$ cat src/rtl/game_state_pkg.sv
// rtl/game_state_pkg.sv - board types, FSM states and score table shared by the line clear engine
package game_state_pkg;

  localparam int ROWS_DEFAULT = 20;
  localparam int COLS_DEFAULT = 10;

  typedef logic [2:0] cell_t;
  localparam cell_t CELL_EMPTY = 3'd0;

  typedef cell_t [0:COLS_DEFAULT-1] row_t;

  // screen[0] is the top row
  typedef struct packed {
    row_t [0:ROWS_DEFAULT-1] screen;
  } game_state_t;

  typedef enum logic [1:0] {
    IDLE,
    SCAN,
    SHIFT,
    DONE
  } line_clear_state_t;

  localparam logic [23:0] SCORE_TABLE [0:4] = '{24'd0, 24'd40, 24'd100, 24'd300, 24'd1200};

  function automatic row_t blank_row();
    row_t row;
    for (int c = 0; c < COLS_DEFAULT; c++) begin
      row[c] = CELL_EMPTY;
    end
    return row;
  endfunction

  function automatic game_state_t make_blank_game_state();
    game_state_t gs;
    for (int r = 0; r < ROWS_DEFAULT; r++) begin
      gs.screen[r] = blank_row();
    end
    return gs;
  endfunction

  localparam game_state_t blank_game_state = make_blank_game_state();

endpackage

$ cat src/rtl/row_full_detector.sv
// rtl/row_full_detector.sv - flags a row whose every cell is occupied
module row_full_detector
  import game_state_pkg::*;
#(
  parameter int COLS = COLS_DEFAULT
) (
  input  cell_t [0:COLS-1] row,
  output logic             full
);

  always_comb begin
    full = 1'b1;
    for (int c = 0; c < COLS; c++) begin
      if (row[c] == CELL_EMPTY) begin
        full = 1'b0;
      end
    end
  end

endmodule

$ cat src/rtl/line_clear_engine.sv
// rtl/line_clear_engine.sv - removes full rows one per cycle and keeps line/score stats (score gated by LINE_CLEAR_SCORE_EN)
module line_clear_engine
  import game_state_pkg::*;
#(
  parameter int ROWS    = ROWS_DEFAULT,
  parameter int COLS    = COLS_DEFAULT,
  parameter int TOTAL_W = 16
) (
  input  logic               game_clk,
  input  logic               reset,
  input  logic               lock_valid,
  input  game_state_t        board_in,
  output game_state_t        board_out,
  output logic               board_out_valid,
  output logic               clearing_line,
  output logic [4:0]         last_clear,
  output logic [TOTAL_W-1:0] lines_total,
  output logic               lock_dropped,
  output logic [23:0]        score
);

  line_clear_state_t state;
  game_state_t       work;
  logic [4:0]        r;
  logic [4:0]        k;
  logic              row_full;
  logic [TOTAL_W:0]  lines_sum;

  row_full_detector #(
    .COLS(COLS)
  ) u_row_full_detector (
    .row (work.screen[r]),
    .full(row_full)
  );

  assign clearing_line = (state != IDLE);
  assign lines_sum     = {1'b0, lines_total} + {{(TOTAL_W-4){1'b0}}, k};

  always_ff @(posedge game_clk) begin
    if (reset) begin
      state           <= IDLE;
      work            <= blank_game_state;
      r               <= 5'd0;
      k               <= 5'd0;
      board_out       <= blank_game_state;
      board_out_valid <= 1'b0;
      last_clear      <= 5'd0;
      lines_total     <= '0;
      lock_dropped    <= 1'b0;
    end else begin
      board_out_valid <= 1'b0;
      if (lock_valid && state != IDLE) begin
        lock_dropped <= 1'b1;
      end
      case (state)
        IDLE: begin
          if (lock_valid) begin
            work  <= board_in;
            r     <= 5'(ROWS - 1);
            k     <= 5'd0;
            state <= SCAN;
          end
        end
        SCAN: begin
          if (row_full) begin
            state <= SHIFT;
          end else if (r == 5'd0) begin
            state <= DONE;
          end else begin
            r <= r - 5'd1;
          end
        end
        SHIFT: begin
          // Collapse everything above r by one; r is rescanned since the row dropped into it may be full too
          for (int i = 1; i < ROWS; i++) begin
            if (i <= int'(r)) begin
              work.screen[i] <= work.screen[i-1];
            end
          end
          work.screen[0] <= blank_row();
          k              <= k + 5'd1;
          state          <= SCAN;
        end
        DONE: begin
          board_out       <= work;
          board_out_valid <= 1'b1;
          last_clear      <= k;
          lines_total     <= lines_sum[TOTAL_W] ? '1 : lines_sum[TOTAL_W-1:0];
          state           <= IDLE;
        end
        default: state <= IDLE;
      endcase
    end
  end

`ifdef LINE_CLEAR_SCORE_EN
  logic [2:0]  score_idx;
  logic [24:0] score_sum;

  assign score_idx = (k > 5'd4) ? 3'd4 : k[2:0];
  assign score_sum = {1'b0, score} + {1'b0, SCORE_TABLE[score_idx]};

  always_ff @(posedge game_clk) begin
    if (reset) begin
      score <= 24'd0;
    end else if (state == DONE) begin
      score <= score_sum[24] ? 24'hFFFFFF : score_sum[23:0];
    end
  end
`else
  assign score = 24'd0;
`endif

endmodule

$ cat config.mk
export PLATFORM = sky130hd
export DESIGN_NAME = line_clear_engine
export DESIGN_NICKNAME = d
export VERILOG_FILES = /design/src/rtl/game_state_pkg.sv /design/src/rtl/row_full_detector.sv /design/src/rtl/line_clear_engine.sv
export SDC_FILE = /design/constraint.sdc
export NUM_CORES = 2
export LEC_CHECK = 0
export CORE_AREA = 2 2 482 484
export DETAILED_ROUTE_END_ITERATION = 10
export DIE_AREA = 0 0 484 486
export GPL_ROUTABILITY_DRIVEN = 1
export PLACE_DENSITY = 0.54
export SLEW_MARGIN = 25
export SYNTH_ARGS = -nofsm -noshare
export SYNTH_HDL_FRONTEND = slang
export SYNTH_SLANG_ARGS = --single-unit
export TNS_END_PERCENT = 10
$ cat constraint.sdc
create_clock -name game_clk -period 2.4 [get_ports game_clk]
set_input_delay 0.72 -clock game_clk [delete_from_list [all_inputs] [get_ports game_clk]]
set_output_delay 0.72 -clock game_clk [all_outputs]
set_load 0.01 [all_outputs]
After elaboration in Yosys (flattened, before gate mapping)

Cells that the tools add are included.

Add/sub/neg operators: 3
$lt $le $gt $ge: 20
Equal/unequal tests: 26
Multiplexer cells: 46
Bitwise operators: 1
Reduce and logical (&&, ||, !) cells: 38

Operators by type and width:

| cell                                                | count |
|---|---|
| one-hot mux 600 bit (2 select lines)                | 1 |
| two-way mux 30 bit                                  | 21 |
| two-way mux 600 bit                                 | 1 |
| binary-select mux 30 bit (select 5 bit)             | 1 |
| AND reduction 3 bit                                 | 19 |
| != test 2 bit (second input constant)               | 22 |
| <= comparator 4 x 5 -> 1 bit (first input constant) | 8 |
| logical NOT 3 bit                                   | 10 |
| <= comparator 3 x 5 -> 1 bit (first input constant) | 4 |
| <= comparator 5 bit (first input constant)          | 4 |
| two-way mux 5 bit                                   | 4 |
| one-hot mux 5 bit (2 select lines)                  | 2 |
| adder 16 x 5 -> 17 bit                              | 1 |
| two-way mux 16 bit                                  | 1 |
| two-way mux 1 bit                                   | 11 |
| <= comparator 2 x 5 -> 1 bit (first input constant) | 2 |
| one-hot mux 2 bit (4 select lines)                  | 1 |
| >= comparator 6 bit (second input constant)         | 1 |
| two-way mux 2 bit                                   | 3 |
| NOT 5 -> 6 bit                                      | 1 |
| nonzero test 2 bit                                  | 3 |
| adder 5 x 1 -> 5 bit (second input constant)        | 1 |
| <= comparator 1 x 5 -> 1 bit (first input constant) | 1 |
| logical NOT 5 bit                                   | 1 |
| other kinds (8)                                     | 10 |

Register bits: 1235
Output and inout port bits: 648
Logic and storage cells: 541

Logic depth before layout (Yosys ltp)

Word-level depth: 17
Gate-level depth with buffers: 13
Gate-level depth less buffers: 11

Cells and area by module

From an unflattened synthesis, not the netlist that was laid out.

Cells, all modules: 6569
Area, all modules: 52270.1 um2

Modules (own cells, without submodules):

| module            | instances | cells an instance | area each (um2) | sequential area each (um2) |
|---|---|---|---|---|
| line_clear_engine | 1         | 6553              | 52188.8         | 24723.7 |
| row_full_detector | 1         | 16                | 81.3            | 0.0 |

Worst setup path before layout

OpenSTA, ideal clock, no wires.

Path kind: register -> register
From: register r[0]
To: register r[4]
Setup time: 75 ps
Data arrival time: 2577 ps
Data required time: 2325 ps
Setup slack: -252 ps
Stages on the path, launching flop included: 13
Path buffers: 3
Path through: dfxtp_1 buf_4 or3b_1 buf_6 buf_6 o22ai_2 o221ai_2 a32oi_2 o221ai_2 nor4_4 a41oi_4 a31o_1 a31oi_1

Cells in the longest elaborated chain, start to end: 17
Elaborated cells on any way between the ends: 32

Ends and longest elaborated chain:

| element                                                | line                    | source |
|---|---|---|
| from (decl)                                            | line_clear_engine.sv:24 | `logic [4:0] r;` |
| from (signal assigned)                                 | line_clear_engine.sv:59 | `r <= 5'(ROWS - 1);` |
| from (signal assigned)                                 | line_clear_engine.sv:70 | `r <= r - 5'd1;` |
| NOT 5 -> 6 bit (implied by the code)                   | line_clear_engine.sv:32 | `.row (work.screen[r]),` |
| binary-select mux 30 bit (select 5 bit)                | line_clear_engine.sv:32 |  |
| two-way mux 30 bit (implied by the code) (2 in series) | line_clear_engine.sv:32 |  |
| logical NOT 3 bit                                      | row_full_detector.sv:14 | `if (row[c] == CELL_EMPTY) begin` |
| two-way mux 1 bit (10 in series)                       | row_full_detector.sv:14 |  |
| != test 2 bit (no line)                                | --                      |  |
| AND reduction 4 bit (no line)                          | --                      |  |

Several ways; a longest one is shown, not always the timed one. The select of a mux whose other input is x is not followed.
A chain may end at the register's enable or synchronous reset.

Worst setup path in the final report

From: register r[1]
To: register r[2]

The elaborated chain is that of the path after synthesis.

==> metrics.md <==
| Metric | Value |
|---|---|
| Setup TNS | -89.72 ns |
| Hold WS | 0.339 ns |
| RSZ-0062 raised after global routing | yes |
| WHS Endpoint | board_out[94] |
| Sequential area share after synthesis | 48.8% |
| Design area | 0.0835 mm2 |
| GRT overflow | 0 |
| CP startpoint kind | flip-flop |
| Final hold violations | 0 |
| P&R area growth vs syn | 64.7% |
| Synth Warn # | 0 |
| Area of placed instances | 0.0748 mm2 |
| DR iter-0 viols | 6002 |
| Yosys cell types | 73 |
| Min-delay worst type | in -> reg |
| Reg2reg start | r[1] |
| PwrDens | 750 mW/mm2 |
| Root buffer cell | clkbuf_16 |
| Top cells by count, synth | nand2_1 (2380), dfxtp_1 (1235), nor2_1 (682) |
| Post-synthesis cell area | 0.0507 mm2 |
| Port bufs | 1226 |
| WP data required | 3.12 ns |
| Cells after Synth | 6660 |
| Hold Startpoint | reset |
| Max Cap Violations | 0 |
| Slew @ Worst Pin | 0.884 ns |
| Mapped Avg Cell Area | 7.61 um2 |
| CTS buffer count | 148 |
| Most Crowded Layer GR | met2 |
| Initial antenna violation count | 91 |
| Gr usage total | 28.7% |
| Cell row count | 176 |
| Top cells by area in the synthesized netlist | dfxtp_1 (49%), nand2_1 (18%), a311oi_1 (9.9%) |
| Clk slew on worst S/H paths | 0.06 ns |
| Worst slew margin | 40.6% |
| Core area | 0.229 mm2 |
| Slowest cell on the critical path | a222oi_1 |
| Skew final | 0.0328 ns |
| VDD IR max | 0.501 mV |
| H-tree levels | 4 |
| Total wire length | 355000 um |
| Top Ports | 1251 |
| First-pass GRT wire length | 476000 um |
| Final worst path period need | 3.13 ns |
| Nets | 9296 |
| Met3 Track Usage GR | 6.13% |
| Fillers | 23900 |
| Final setup viols | 920 |
| Reg2reg path depth | 13 |
| CP Max Fanout | 13 |
| Number of global-route vias before repair | 57800 |
| Failing checks | negative setup slack |
| Fmax | 319 MHz |
| Layout cells sized above 1 | 21.1% |
| Vias | 59800 |
| Final period utilization | 131% |
| Largest net degree at the start of global routing | 114 |
| Gp weighted congestion | 0.938 |
| Worst r2r dst | r[2] |
| Global-route met2 utilization | 45.9% |
| Clock Path Buffers | 3 |
| #FFs+latches synth | 1235 |
| Leakage power | 0.0311 uW |
| Die area | 0.235 mm2 |
| Most frequent cell on the critical path | buf_12 |
| Worst setup margin | -0.734 ns |
| Via-to-Cell Ratio | 5.05 |
| Met1 global-route usage | 37.5% |
| Main synth FF type | dfxtp_1 |
| Clock latency on the worst-skew pair | 0.84 ns |
| DRT Pass-1 Iters | 7 |
| Clock sink count | 1235 |
| Area share of the largest cell type after synthesis | 48.8% |
| CP Class | reg -> reg |
| Worst Hold Depth | 2 |
| Critical-path cell list | buf_12, buf_12, nor2b_4, buf_6, a222oi_1, a2bb2oi_2, a31oi_4, o221ai_2, nor4_4, buf_4, a41oi_4, a21oi_2, a31o_2 |
| EDFF count, synth | 0 |
| Starting density of the core | 22.1% |
| Count leader, synth | nand2_1 |
| Die X | 484 um |
| Endpoint class of the critical path | flip-flop |
| Flop-to-flop setup slack | -0.73 ns |
| Max-slew violation count | 0 |
| Crit-path max cell delay | 0.60 ns |
| Outcome | complete, but fails checks |
| Hold-fix buffer count after cts | 0 |
| Routed Antenna Nets | 0 |
| Post-DR wirelength/cell | 30.0 um |
| Die height | 486 um |
| Critical Path AT | 3.85 ns |
| TritonCTS clock tree | done |
| Post-synth top area cell | dfxtp_1 |
| Drt drc | 0 |
| Hpwl dp | 281000 um |
| Share of synthesized registers carrying an async set or reset | 0% |
==> area by class of cell <==
type | instances | area, um2 | share of cell area [%]
diodes | 29 | 72.6 | 0.0869
clock buffers | 219 | 4340 | 5.20
clock inverters | 47 | 759 | 0.909
inverters | 9 | 46.3 | 0.0554
multi-input cells | 4833 | 25700 | 30.8
flip-flops and latches | 1235 | 24700 | 29.6
well taps | 3026 | 3790 | 4.53
repair buffers | 2454 | 24100 | 28.8
==> state kept, by name (all words and copies together), names as in the netlist <==
register	count
r	5
state	2
work	600
k	5
board_out	600
lock_dropped	1
lines_total	16
last_clear	5
board_out_valid	1
==> kinds of logic after synthesis <==
| family | Yosys count | share of synthesized area, % |
|---|---|---|
| AO/OA/AOI/OAI | 1449 | 19.5 |
| XOR/XNOR | 13 | 0.225 |
| adder cells (fa/ha/maj) | 12 | 0.311 |
| buffers and inverters | 616 | 4.91 |
| flip-flops | 1235 | 48.8 |
| multiplexers | 30 | 0.651 |
| other | 1 | 0.00739 |
| AND/OR/NAND/NOR | 3304 | 25.6 |
==> cell usage in the layout (no fill, tap or decap), types with 9 or more instances in the layout <==
cell	synthesis	layout
diode_2	0	29
a21oi_4	0	12
buf_6	2	49
a211oi_1	20	14
bufinv_16	0	13
buf_16	0	16
a22oi_1	33	33
clkinv_2	0	18
buf_8	0	19
nor4b_2	0	11
or2_2	13	11
nor2_1	682	603
nor3_2	2	16
buf_4	28	1003
nor3_1	98	81
nor4_1	43	30
clkbuf_8	0	31
nor4b_1	28	12
clkdlybuf4s50_1	0	1185
buf_12	0	145
nor2b_1	16	10
conb_1	1	24
o22ai_1	14	9
clkbuf_16	0	159
clkdlybuf4s15_2	0	25
dfxtp_1	1235	1229
a21oi_1	667	647
clkbuf_1	521	37
a311oi_2	0	90
a311oi_1	576	481
mux2i_1	24	24
o21ai_0	50	35
nor2_2	0	60
nand2_1	2380	2379
nor2_4	0	19
==> critical path, delay by kind of cell (launching register included) <==
kind / cells / cell delay (ns)
compound gates: 7 / 1.84
buf+inv: 4 / 0.58
flops: 1 / 0.38
simple gates: 2 / 0.20
==> routing by layer <==
metal | wire [um] | vias up
li1 | - | 26900
met4 | 14900 | 44
met3 | 26900 | 528
met1 | 152000 | 29600
met5 | 267 | -
met2 | 161000 | 2720
==> timing repair <==
item	4_1_cts	5_1_grt
buffers inserted	38	46
cloned	16	12
gates resized for setup	380	211
endpoints found under the hold margin	0	0
pin swaps	63	99
setup endpoints to repair	971	1020
==> power breakdown <==
group	total [uW]	internal, uW	leakage [uW]	switching (uW)
Combinational	15500	6960	0.0185	8570
Clock	24000	14000	0.00250	10000
Sequential	23100	21700	0.0101	1310
==> metrics by stage <==
step                      setup WS, ns  total power (uW)  std cells  utilization [%]
after CTS                       -0.664             62100      11800             35.8
after global routing            -0.788             64500      11800             36.4
final                           -0.734             62600      11900             36.4
after floorplan                -0.0767             27600       6683                -
after global placement           -1.51             36900      11500             32.6
after detailed placement         -1.26             36900      11500             32.6
==> how the worst max path moves through the flow <==
| stage | from | to | slack [ns] |
|---|---|---|---|
| after floorplan | r[0] | r[4] | -0.08 |
| after global placement | r[2] | r[2] | -1.51 |
| after detailed placement | r[0] | r[2] | -1.26 |
| after CTS | r[0] | r[2] | -0.66 |
| after global routing | r[0] | r[2] | -0.79 |
| final | r[1] | r[2] | -0.73 |
No activity file was read; power rests on OpenSTA's default activity.
